--- src/rtl/spd_pkg.sv ---
// spd_pkg: shared constants, types and the timing-field extractor for spd_timing_decoder.
// Contents: SPD byte addresses, required-byte mask, MTB size, error codes, FSM states.
// No ports; imported by spd_timing_decoder and spd_seq_divider.
package spd_pkg;

  // SPD byte addresses used by the decoder
  localparam int ADDR_TYPE    = 2;
  localparam int ADDR_MTB_DD  = 10;
  localparam int ADDR_MTB_DS  = 11;
  localparam int ADDR_TCKMIN  = 12;
  localparam int ADDR_TAA     = 16;
  localparam int ADDR_TWR     = 17;
  localparam int ADDR_TRCD    = 18;
  localparam int ADDR_TRRD    = 19;
  localparam int ADDR_TRP     = 20;
  localparam int ADDR_TRASRC  = 21;
  localparam int ADDR_TRAS_L  = 22;
  localparam int ADDR_TRC_L   = 23;
  localparam int ADDR_TRFC_L  = 24;
  localparam int ADDR_TRFC_H  = 25;
  localparam int ADDR_TWTR    = 26;
  localparam int ADDR_TRTP    = 27;
  localparam int ADDR_TFAW_H  = 28;
  localparam int ADDR_TFAW_L  = 29;

  localparam int NUM_ADDR = 30;

  // bits 2, 10, 11, 12 and 16..29
  localparam logic [NUM_ADDR-1:0] REQ_MASK = 30'h3FFF_1C04;

  localparam int          MTB_PS    = 125;
  localparam logic [7:0]  DDR3_TYPE = 8'h0B;

  localparam int DIV_W  = 24;
  localparam int DVSR_W = 16;

  // Result slots, in the order the divider processes them
  localparam int NUM_T = 11;
  localparam int T_AA  = 0;
  localparam int T_RCD = 1;
  localparam int T_RP  = 2;
  localparam int T_RAS = 3;
  localparam int T_RC  = 4;
  localparam int T_RFC = 5;
  localparam int T_WR  = 6;
  localparam int T_RRD = 7;
  localparam int T_WTR = 8;
  localparam int T_RTP = 9;
  localparam int T_FAW = 10;

  typedef enum logic [2:0] {
    ERR_NONE     = 3'd0,
    ERR_MISSING  = 3'd1,
    ERR_NOT_DDR3 = 3'd2,
    ERR_BAD_MTB  = 3'd3,
    ERR_TCK      = 3'd4
  } err_code_e;

  typedef enum logic [2:0] {
    ST_COLLECT,
    ST_CHECK,
    ST_DIV,
    ST_DONE,
    ST_ERROR
  } state_e;

  typedef logic [NUM_ADDR-1:0][7:0] spd_img_t;

  // Timing value in MTB units for result slot idx; slots past the end give 0.
  function automatic logic [15:0] timing_mtb(input spd_img_t img, input logic [3:0] idx);
    logic [15:0] t;
    t = '0;
    case (idx)
      4'd0:    t = {8'h00, img[ADDR_TAA]};
      4'd1:    t = {8'h00, img[ADDR_TRCD]};
      4'd2:    t = {8'h00, img[ADDR_TRP]};
      4'd3:    t = {4'h0, img[ADDR_TRASRC][3:0], img[ADDR_TRAS_L]};
      4'd4:    t = {4'h0, img[ADDR_TRASRC][7:4], img[ADDR_TRC_L]};
      4'd5:    t = {img[ADDR_TRFC_H], img[ADDR_TRFC_L]};
      4'd6:    t = {8'h00, img[ADDR_TWR]};
      4'd7:    t = {8'h00, img[ADDR_TRRD]};
      4'd8:    t = {8'h00, img[ADDR_TWTR]};
      4'd9:    t = {8'h00, img[ADDR_TRTP]};
      4'd10:   t = {4'h0, img[ADDR_TFAW_H][3:0], img[ADDR_TFAW_L]};
      default: t = '0;
    endcase
    return t;
  endfunction

endpackage

--- src/rtl/spd_seq_divider.sv ---
// spd_seq_divider: 24-bit / 16-bit unsigned restoring divider, one quotient bit per cycle.
// Latency: i_start sampled on the load edge, then 24 iterate edges; o_done/o_quotient valid
//   combinationally during the cycle before the last iterate edge. i_start ignored while o_busy.
// Ports: i_clk, i_rst (sync, active-high), i_start, i_dividend[24], i_divisor[16],
//   o_busy, o_done (last-iteration strobe), o_quotient[24] (quotient after the coming edge).
module spd_seq_divider
  import spd_pkg::*;
(
  input  logic              i_clk,
  input  logic              i_rst,
  input  logic              i_start,
  input  logic [DIV_W-1:0]  i_dividend,
  input  logic [DVSR_W-1:0] i_divisor,
  output logic              o_busy,
  output logic              o_done,
  output logic [DIV_W-1:0]  o_quotient
);

  logic [DIV_W-1:0]  quo_q;
  logic [DVSR_W-1:0] rem_q;
  logic [4:0]        cnt_q;
  logic              busy_q;

  logic [DVSR_W:0]   shifted;
  logic              ge;
  logic [DVSR_W-1:0] rem_nxt;
  logic [DIV_W-1:0]  quo_nxt;

  // Remainder stays below the divisor, so the subtraction always fits DVSR_W bits.
  always_comb begin
    shifted = {rem_q, quo_q[DIV_W-1]};
    ge      = (shifted >= {1'b0, i_divisor});
    rem_nxt = ge ? DVSR_W'(shifted - {1'b0, i_divisor}) : shifted[DVSR_W-1:0];
    quo_nxt = {quo_q[DIV_W-2:0], ge};
  end

  always_ff @(posedge i_clk) begin
    if (i_rst) begin
      quo_q  <= '0;
      rem_q  <= '0;
      cnt_q  <= '0;
      busy_q <= 1'b0;
    end else if (i_start && !busy_q) begin
      quo_q  <= i_dividend;
      rem_q  <= '0;
      cnt_q  <= 5'(DIV_W);
      busy_q <= 1'b1;
    end else if (busy_q) begin
      quo_q <= quo_nxt;
      rem_q <= rem_nxt;
      cnt_q <= cnt_q - 5'd1;
      if (cnt_q == 5'd1) busy_q <= 1'b0;
    end
  end

  assign o_busy     = busy_q;
  assign o_done     = busy_q && (cnt_q == 5'd1);
  assign o_quotient = quo_nxt;

endmodule

--- src/rtl/spd_timing_decoder.sv ---
// spd_timing_decoder: captures DDR3 SPD bytes, validates them and converts timing fields
//   into ceil(t_ps/TCK_PS) controller cycles (saturating at 2^OUT_W-1).
// Latency: error flagged 1 edge after i_spd_last; o_done 277 edges after i_spd_last.
// Backpressure: none; the SPD stream is consumed unconditionally while collecting.
// Ports: i_clk, i_rst (sync active-high), i_spd_valid/addr/data/last (SPD byte stream),
//   o_busy, o_done, o_error, o_error_code[3], o_taa..o_tfaw[OUT_W] cycle counts.
module spd_timing_decoder
  import spd_pkg::*;
#(
  parameter int TCK_PS = 2500,
  parameter int OUT_W  = 10
) (
  input  logic             i_clk,
  input  logic             i_rst,
  input  logic             i_spd_valid,
  input  logic [7:0]       i_spd_addr,
  input  logic [7:0]       i_spd_data,
  input  logic             i_spd_last,
  output logic             o_busy,
  output logic             o_done,
  output logic             o_error,
  output logic [2:0]       o_error_code,
  output logic [OUT_W-1:0] o_taa,
  output logic [OUT_W-1:0] o_trcd,
  output logic [OUT_W-1:0] o_trp,
  output logic [OUT_W-1:0] o_tras,
  output logic [OUT_W-1:0] o_trc,
  output logic [OUT_W-1:0] o_trfc,
  output logic [OUT_W-1:0] o_twr,
  output logic [OUT_W-1:0] o_trrd,
  output logic [OUT_W-1:0] o_twtr,
  output logic [OUT_W-1:0] o_trtp,
  output logic [OUT_W-1:0] o_tfaw
);

  localparam logic [31:0]      TCK_U    = 32'(TCK_PS);
  localparam logic [DIV_W:0]   SAT_MAX  = {{(DIV_W + 1 - OUT_W){1'b0}}, {OUT_W{1'b1}}};
  localparam logic [DIV_W-1:0] ROUND_UP = DIV_W'(TCK_PS - 1);

  state_e          state_q, state_d;
  spd_img_t        spd_q;
  logic [NUM_ADDR-1:0] seen_q;
  logic [3:0]      idx_q;
  err_code_e       code_q, check_code;
  logic [OUT_W-1:0] res_q [NUM_T];

  logic             capture_hit;
  logic [15:0]      tck_min_ps;
  logic [15:0]      t_mtb;
  logic [DIV_W-1:0] dividend;
  logic             div_start, div_busy, div_done;
  logic [DIV_W-1:0] div_quot;
  logic [OUT_W-1:0] res_val;

  assign capture_hit = i_spd_valid && (state_q == ST_COLLECT) &&
                       (i_spd_addr < 8'(NUM_ADDR)) && REQ_MASK[i_spd_addr[4:0]];

  // Validation, in priority order; runs on the captured image in CHECK.
  always_comb begin
    check_code = ERR_NONE;
    tck_min_ps = 16'(spd_q[ADDR_TCKMIN]) * 16'(MTB_PS);
    if (seen_q != REQ_MASK)
      check_code = ERR_MISSING;
    else if (spd_q[ADDR_TYPE] != DDR3_TYPE)
      check_code = ERR_NOT_DDR3;
    else if ((spd_q[ADDR_MTB_DD] != 8'd1) || (spd_q[ADDR_MTB_DS] != 8'd8))
      check_code = ERR_BAD_MTB;
    else if ({16'd0, tck_min_ps} > TCK_U)
      check_code = ERR_TCK;
  end

  // Dividend = t_ps + TCK_PS - 1 turns the floor divider into a ceiling.
  always_comb begin
    t_mtb    = timing_mtb(spd_q, idx_q);
    dividend = (DIV_W'(t_mtb) * DIV_W'(MTB_PS)) + ROUND_UP;
  end

  // A new division starts the cycle after the previous one wrote its result.
  assign div_start = (state_q == ST_DIV) && !div_busy && (idx_q < 4'(NUM_T));

  spd_seq_divider u_div (
    .i_clk      (i_clk),
    .i_rst      (i_rst),
    .i_start    (div_start),
    .i_dividend (dividend),
    .i_divisor  (DVSR_W'(TCK_PS)),
    .o_busy     (div_busy),
    .o_done     (div_done),
    .o_quotient (div_quot)
  );

  assign res_val = ({1'b0, div_quot} > SAT_MAX) ? {OUT_W{1'b1}} : div_quot[OUT_W-1:0];

  // FSM: state register
  always_ff @(posedge i_clk) begin
    if (i_rst) state_q <= ST_COLLECT;
    else       state_q <= state_d;
  end

  // FSM: next state
  always_comb begin
    state_d = state_q;
    case (state_q)
      ST_COLLECT: if (i_spd_last) state_d = ST_CHECK;
      ST_CHECK:   state_d = (check_code != ERR_NONE) ? ST_ERROR : ST_DIV;
      ST_DIV:     if (idx_q == 4'(NUM_T)) state_d = ST_DONE;
      default:    state_d = state_q;
    endcase
  end

  // FSM: outputs
  always_comb begin
    o_busy       = (state_q == ST_DIV);
    o_done       = (state_q == ST_DONE);
    o_error      = (state_q == ST_ERROR);
    o_error_code = code_q;
  end

  // Datapath: capture, error code, per-slot results
  always_ff @(posedge i_clk) begin
    if (i_rst) begin
      spd_q  <= '0;
      seen_q <= '0;
      idx_q  <= '0;
      code_q <= ERR_NONE;
      for (int i = 0; i < NUM_T; i++) res_q[i] <= '0;
    end else begin
      if (capture_hit) begin
        spd_q[i_spd_addr[4:0]]  <= i_spd_data;
        seen_q[i_spd_addr[4:0]] <= 1'b1;
      end
      if (state_q == ST_CHECK) code_q <= check_code;
      if ((state_q == ST_DIV) && div_done) begin
        res_q[idx_q] <= res_val;
        idx_q        <= idx_q + 4'd1;
      end
    end
  end

  assign o_taa  = res_q[T_AA];
  assign o_trcd = res_q[T_RCD];
  assign o_trp  = res_q[T_RP];
  assign o_tras = res_q[T_RAS];
  assign o_trc  = res_q[T_RC];
  assign o_trfc = res_q[T_RFC];
  assign o_twr  = res_q[T_WR];
  assign o_trrd = res_q[T_RRD];
  assign o_twtr = res_q[T_WTR];
  assign o_trtp = res_q[T_RTP];
  assign o_tfaw = res_q[T_FAW];

endmodule

--- config.mk ---
export PLATFORM = sky130hd
export DESIGN_NAME = spd_timing_decoder
export DESIGN_NICKNAME = d
export VERILOG_FILES = /design/src/rtl/spd_pkg.sv /design/src/rtl/spd_seq_divider.sv /design/src/rtl/spd_timing_decoder.sv
export SDC_FILE = /design/constraint.sdc
export NUM_CORES = 1
export LEC_CHECK = 0
export ABC_AREA = 1
export CORE_ASPECT_RATIO = 0.75
export CORE_MARGIN = 2
export CORE_UTILIZATION = 30
export CTS_CLUSTER_SIZE = 20
export DETAILED_ROUTE_END_ITERATION = 16
export PLACE_DENSITY = 0.51
export SETUP_SLACK_MARGIN = 0.15
export SLEW_MARGIN = 20
export SYNTH_ARGS = -nofsm -noshare
export SYNTH_HDL_FRONTEND = slang
export SYNTH_SLANG_ARGS = --single-unit
--- constraint.sdc ---
create_clock -name i_clk -period 6.7 [get_ports i_clk]
set_input_delay 1.675 -clock i_clk [delete_from_list [all_inputs] [get_ports i_clk]]
set_output_delay 1.675 -clock i_clk [all_outputs]
set_load 0.01 [all_outputs]
==> results.md, run 1 <==
- Number of synthesized flops with an enable pin: 100
- Vias per cell: 4.65
- Antenna Cells: 0
- Most frequent cells in the layout: 456 x inv_1, 275 x nand2_1, 256 x a21oi_1, 235 x dfxtp_1, 220 x nor2_1
- Slowest stage delay, CP: 0.57 ns
- IO Pins: 136
- Share of the synthesized area in the top cell type: 0.255
- Num rows: 78
- Clk pin slew, worst setup/hold paths: 0.06 ns
- Worst r2r src: idx_q[0]$_SDFFE_PP0P_
- Crit start category: flop
- GRT Total Usage: 0.161
- DRC viols: 0
- H-tree levels: 2
- Mapped cell area: 0.0185 mm2
- Initial antenna violation count: 2
- Reg2reg end: u_div.quo_q[23]$_SDFFE_PP0P_
- Crit path required time: 7.12 ns
- Vias after detailed routing: 15000
- Port bufs: 135
- Yosys warnings: 0
- Die width: 291 um
- Area delta synth->final: 18.3%
- Pwr dens: 203 mW/mm2
- Pre-CTS WS: 0.361 ns
- Post-synth cell types: 54
- Setup_tns: 0 ns
- Max-slew headroom: 0.254
- DRT Wirelength: 51.7 mm
- Ranking of synthesized cells by area: dfxtp_1 26%, edfxtp_1 16%, inv_1 9.3%
- Final Wtd Congestion: 0.848
- Largest net degree at the start of global routing: 95
- Layout cell share with drive strength beyond 1: 0.0554
- Antenna-violating nets left: 0
- Clock Path Buffers: 3
- Tmin final: 5.98 ns
- R2R depth: 27
- Hold Path Depth: 2
- Routed wire length per instance: 16.1 um
- Fin crit share: 0.893
- Mux contribution to synthesized area: 0
- Max IR drop VDD: 0.000174 V
- Hold Startpoint: seen_q[1]$_SDFFE_PP0P_
- Die H: 219 um
- Most common cell on crit path: inv_1
- Fmax: 0.167 GHz
- Worst-Margin Slew: 1.12 ns
- Max-slew violations: 0
- Core Area: 0.0607 mm2
- TritonCTS clock tree: yes
- Cts repair resizes: 0
- HP Class: reg2reg
- Final WS setup: 0.719 ns
- Mapped Cells: 2274
- Clk Latency, worst-skew pair: 0.58 ns
- Slowest stage cell, crit path: fa_1
- Yosys top cell by area: dfxtp_1
- Post-layout util: 0.361
- Hold Buf Count CTS: 0
- Pre-Repair DR Iteration Count: 5
- Sequential area share after synthesis: 0.417
- Post-synthesis xor/xnor area fraction: 0.00710
- Detailed Route Iter0 Violations: 1199
- Maximum net fanout on the critical path: 7
- Adder-cell share of the synthesized area: 0.157
- Status: finished, final reports clean
- Yosys reg bits: 336
- Hold Path End: seen_q[1]$_SDFFE_PP0P_
- Filler instances: 6306
- CP endpoint kind: flop
- Vias in the first global route: 14400
- Post-synthesis simple-gate area fraction: 0.151
- P_leak: 9.12 nW
- Clock skew: 0.0261 ns
- Async S/R FF share, synth: 0
- CP Class: reg2reg
- CP Data Arrival Time: 6.40 ns
- Total congestion overflow: 0
- TritonCTS buffer count: 38
- R2R setup slack: 0.72 ns
- Fin. Hold Viols: 0
- Max cap viols: 0
- Root Driver: clkbuf_16
- CTS sink count: 336
- First-pass GRT wire length: 81.2 mm
- Post-Syn Nets: 2483
- # nets final: 2597
- RSZ-0062 raised after global routing: no
- Dpl hpwl: 38.4 mm
- Main combinational cell family by area after synthesis: adder cells
- Post-CTS Setup Bufs: 0
- Syn Area/Cell: 8.14 um2
- Most common cell after layout, fill and taps aside: inv_1
- Synth Flop Type: dfxtp_1
- Initial core utilization: 0.305
- Compound-Gate Fraction of Synth Area: 0.153
- Final setup viols: 0
- Die ar.: 0.0637 mm2
[per-layer routing]
layer / track usage / vias to the layer above / part of all wire
li1: - / 7561 / -
met1: 0.233 / 7085 / 0.50
met2: 0.251 / 265 / 0.44
met3: 0.0295 / 48 / 0.046
met4: 0.0321 / 0 / 0.014
met5: 0 / - / 0
[layout make-up]
type                       count  area (um2)  area share
multi-input combinational   1389        8680       0.396
sequential                   336        7730       0.353
inverter                     475        1790      0.0816
timing repair buffer         148        1440      0.0659
clock buffer                  55        1110      0.0506
tap                          800        1000      0.0457
clock inverter                15         165     0.00754
[metrics by stage]
step / cell area, um2 / total power [W] / cells / hold slack, ns
final: 21900 / 0.00445 / 3218 / 0.425
after global routing: 21900 / 0.00461 / 3218 / 0.450
after CTS: 21900 / 0.00450 / 3218 / 0.424
after detailed placement: 20600 / 0.00236 / 3148 / 0.414
after global placement: 20600 / 0.00236 / 3148 / 0.411
after floorplan: 18500 / 0.00226 / 2274 / 0.403
[registers in the layout, indices dropped and copies added, names as in the netlist]
name and cells:
u_div.rem_q 16, u_div.quo_q 24, res_q 110, u_div.o_busy 1, seen_q 30, idx_q 4, state_q 3, o_error_code 3
spd_q 140, u_div.cnt_q 5
[cell usage after synthesis, types with 15 or more instances]
cell / n
a21oi_1: 256
nor2_1: 220
o21ai_1: 15
fa_1: 71
dfxtp_1: 236
ha_1: 118
edfxtp_1: 100
nand3_1: 60
o22ai_1: 47
buf_2: 24
nor3_1: 16
nand2_1: 276
o21ai_0: 182
clkbuf_1: 40
nand4_1: 28
inv_1: 457
[power breakdown]
part / switching (W) / leakage (nW) / internal, W
sequential: 0.0000124 / 2.93 / 0.00212
clock: 0.000924 / 0.617 / 0.00121
combinational: 0.000116 / 5.57 / 0.0000704
[worst max-delay path: cells and delay by family (launching register included)]
| family | cells | cell delay [ns] |
|---|---|---|
| compound gates | 4 | 0.50 |
| fa+ha+maj | 6 | 2.76 |
| buf+inv | 7 | 0.81 |
| simple gates | 10 | 1.33 |
| flops | 1 | 0.43 |
[cells by family (layout without fill, tap and decap cells)]
family / count (synthesis) / in the layout
AO/OA/AOI/OAI: 535 / 535
adder cells (fa/ha/maj): 189 / 189
flip-flops: 336 / 336
buffers and inverters: 549 / 693
AND/OR/NAND/NOR: 650 / 650
XOR/XNOR: 15 / 15
[worst max-delay path by stage]
| stage | from | to | cells after the start |
|---|---|---|---|
| 2_1_floorplan | idx_q[1]$_SDFFE_PP0P_ | u_div.quo_q[23]$_SDFFE_PP0P_ | 27 |
| 3_3_place_gp | idx_q[1]$_SDFFE_PP0P_ | u_div.quo_q[21]$_SDFFE_PP0P_ | 25 |
| 3_5_place_dp | idx_q[1]$_SDFFE_PP0P_ | u_div.quo_q[21]$_SDFFE_PP0P_ | 25 |
| 4_1_cts | idx_q[1]$_SDFFE_PP0P_ | u_div.quo_q[21]$_SDFFE_PP0P_ | 25 |
| 5_1_grt | idx_q[0]$_SDFFE_PP0P_ | u_div.quo_q[23]$_SDFFE_PP0P_ | 27 |
| 6_report | idx_q[0]$_SDFFE_PP0P_ | u_div.quo_q[23]$_SDFFE_PP0P_ | 27 |
Power figures use the tool's default switching activity.
==> inputs of run 2 (changes only) <==
CORE_UTILIZATION = 60   (was 30)
PLACE_DENSITY = 0.86   (was 0.51)
SETUP_SLACK_MARGIN = 0.1   (was 0.15)
==> results.md, run 2 (synthesis results as in run 1) <==
- CP Class: reg2reg
- DRT Wirelength: 48.4 mm
- Hold Startpoint: seen_q[3]$_SDFFE_PP0P_
- Clk Latency, worst-skew pair: 0.60 ns
- Placed cell count: 2740
- Crit start category: flop
- Tmin final: 6.07 ns
- Hold Path Depth: 2
- R2R setup slack: 0.63 ns
- Max cap viols: 0
- Worst r2r src: idx_q[1]$_SDFFE_PP0P_
- Antenna-violating nets left: 0
- Core Area: 0.0303 mm2
- Port bufs: 135
- TritonCTS clock tree: yes
- Pwr dens: 197 mW/mm2
- DRC viols: 0
- Layout cell share with drive strength beyond 1: 0.0459
- Initial antenna violation count: 0
- Multi-input gate area: 0.00867 mm2
- Cts repair resizes: 0
- Post-layout util: 0.698
- Most common cell after layout, fill and taps aside: inv_1
- Vias after detailed routing: 15700
- Max-slew headroom: 0.274
- Num rows: 55
- Register area: 0.00773 mm2
- Initial core utilization: 0.611
- H-tree levels: 1
- Pre-Repair DR Iteration Count: 6
- Routed wire length per instance: 17.3 um
- IO Pins: 136
- TritonCTS buffer count: 31
- Clock skew: 0.0218 ns
- R2R depth: 23
- Largest net degree at the start of global routing: 145
- Vias per cell: 5.61
- Die width: 207 um
- Flip-flop count of the largest register after layout: 140
- HP Class: reg2reg
- Post-CTS Setup Bufs: 0
- Dpl hpwl: 35.4 mm
- Total congestion overflow: 0
- Area delta synth->final: 14.2%
- Hold Buf Count CTS: 0
- CP endpoint kind: flop
- Max IR drop VDD: 0.000243 V
- Maximum net fanout on the critical path: 12
- RSZ-0062 raised after global routing: no
- Clock Path Buffers: 3
- Crit path required time: 7.14 ns
- Vias in the first global route: 15500
- # nets final: 2583
- Setup_tns: 0 ns
- Die ar.: 0.0323 mm2
- CP Data Arrival Time: 6.51 ns
- Die H: 156 um
- Fmax: 0.165 GHz
- Detailed Route Iter0 Violations: 1420
- Antenna Cells: 0
- Root Driver: clkbuf_16
- Clk pin slew, worst setup/hold paths: 0.07 ns
- Filler instances: 2262
- Final Wtd Congestion: 0.917
- GRT Total Usage: 0.300
- Status: finished, final reports clean
- Worst-Margin Slew: 1.08 ns
- Largest registers: spd_q (140), res_q (110), seen_q (30)
- Final setup viols: 0
- Fin crit share: 0.906
- CTS sink count: 336
- Fin. Hold Viols: 0
- Hold Path End: seen_q[3]$_SDFFE_PP0P_
- Final Non-Filler Cells: 2798
- Max-slew violations: 0
- Most flops, register: spd_q
- Final Power: 0.00416 W
- P_leak: 8.98 nW
- Most frequent cells in the layout: 456 x inv_1, 275 x nand2_1, 256 x a21oi_1, 236 x dfxtp_1, 220 x nor2_1
- Reg2reg end: u_div.quo_q[23]$_SDFFE_PP0P_
- First-pass GRT wire length: 77.6 mm
==> run 2: cell types whose count changed in the layout (fill, tap and decap cells not counted), sizes merged <==
cell,delta
inv,-4
bufinv,+2
clkinv,+2
buf,-7
clkinvlp,-4
clkbuf,-8
==> run 2: layout make-up <==
cell class / instances / area share
clock buffers: 47 / 0.0430
well taps: 399 / 0.0236
clock inverters: 11 / 0.00716
multi-input cells: 1389 / 0.410
repair buffers: 141 / 0.0660
flip-flops and latches: 336 / 0.366
inverters: 475 / 0.0845
==> run 2: power by group <==
group          switching, W  internal [W]  total, W
Combinational      0.000116     0.0000708  0.000187
Sequential        0.0000120       0.00212   0.00213
Clock              0.000785       0.00106   0.00184
Total              0.000913       0.00324   0.00416
==> run 2: how the worst max path moves through the flow <==
stage                     startpoint                            to  slack [ns]
6_report       idx_q[1]$_SDFFE_PP0P_  u_div.quo_q[23]$_SDFFE_PP0P_        0.63
5_1_grt        idx_q[1]$_SDFFE_PP0P_  u_div.quo_q[23]$_SDFFE_PP0P_        0.10
4_1_cts        idx_q[1]$_SDFFE_PP0P_  u_div.quo_q[21]$_SDFFE_PP0P_        0.44
3_5_place_dp   idx_q[1]$_SDFFE_PP0P_  u_div.quo_q[21]$_SDFFE_PP0P_        0.43
3_3_place_gp   idx_q[1]$_SDFFE_PP0P_  u_div.quo_q[21]$_SDFFE_PP0P_        0.70
2_1_floorplan  idx_q[1]$_SDFFE_PP0P_  u_div.quo_q[23]$_SDFFE_PP0P_        0.81
==> run 2: worst max-delay path, cell delays in order, from the launching register on <==
cell and delay [ns]:
dfxtp_1 0.55, inv_1 0.16, ha_1 0.26, nand2_2 0.24, inv_1 0.15, a221oi_1 0.36
nand3_1 0.29, fa_1 0.67, inv_1 0.09, fa_1 0.52, fa_1 0.55, inv_1 0.06
fa_1 0.52, inv_1 0.04, ha_1 0.34, nand2_1 0.09, nand2_1 0.07, a21oi_1 0.23
nor2_1 0.09, o21bai_1 0.14, nand3_1 0.09, or2_2 0.28, nand3_1 0.07, a21oi_1 0.07
==> run 2: stage by stage <==
stage / setup WS (ns) / cell area [um2] / hold WS (ns)
floorplan: 0.812 / 18500 / 0.403
global placement: 0.700 / 20100 / 0.411
detailed placement: 0.427 / 20100 / 0.413
CTS: 0.437 / 21100 / 0.426
global route: 0.105 / 21100 / 0.448
finish: 0.629 / 21100 / 0.425
==> run 2: layer usage <==
| metal | global-route usage | part of all wire | vias up |
|---|---|---|---|
| met4 | 0.107 | 0.033 | 0 |
| met5 | 0 | 0 | - |
| li1 | - | - | 7505 |
| met2 | 0.495 | 0.47 | 668 |
| met1 | 0.397 | 0.42 | 7390 |
| met3 | 0.0551 | 0.080 | 131 |
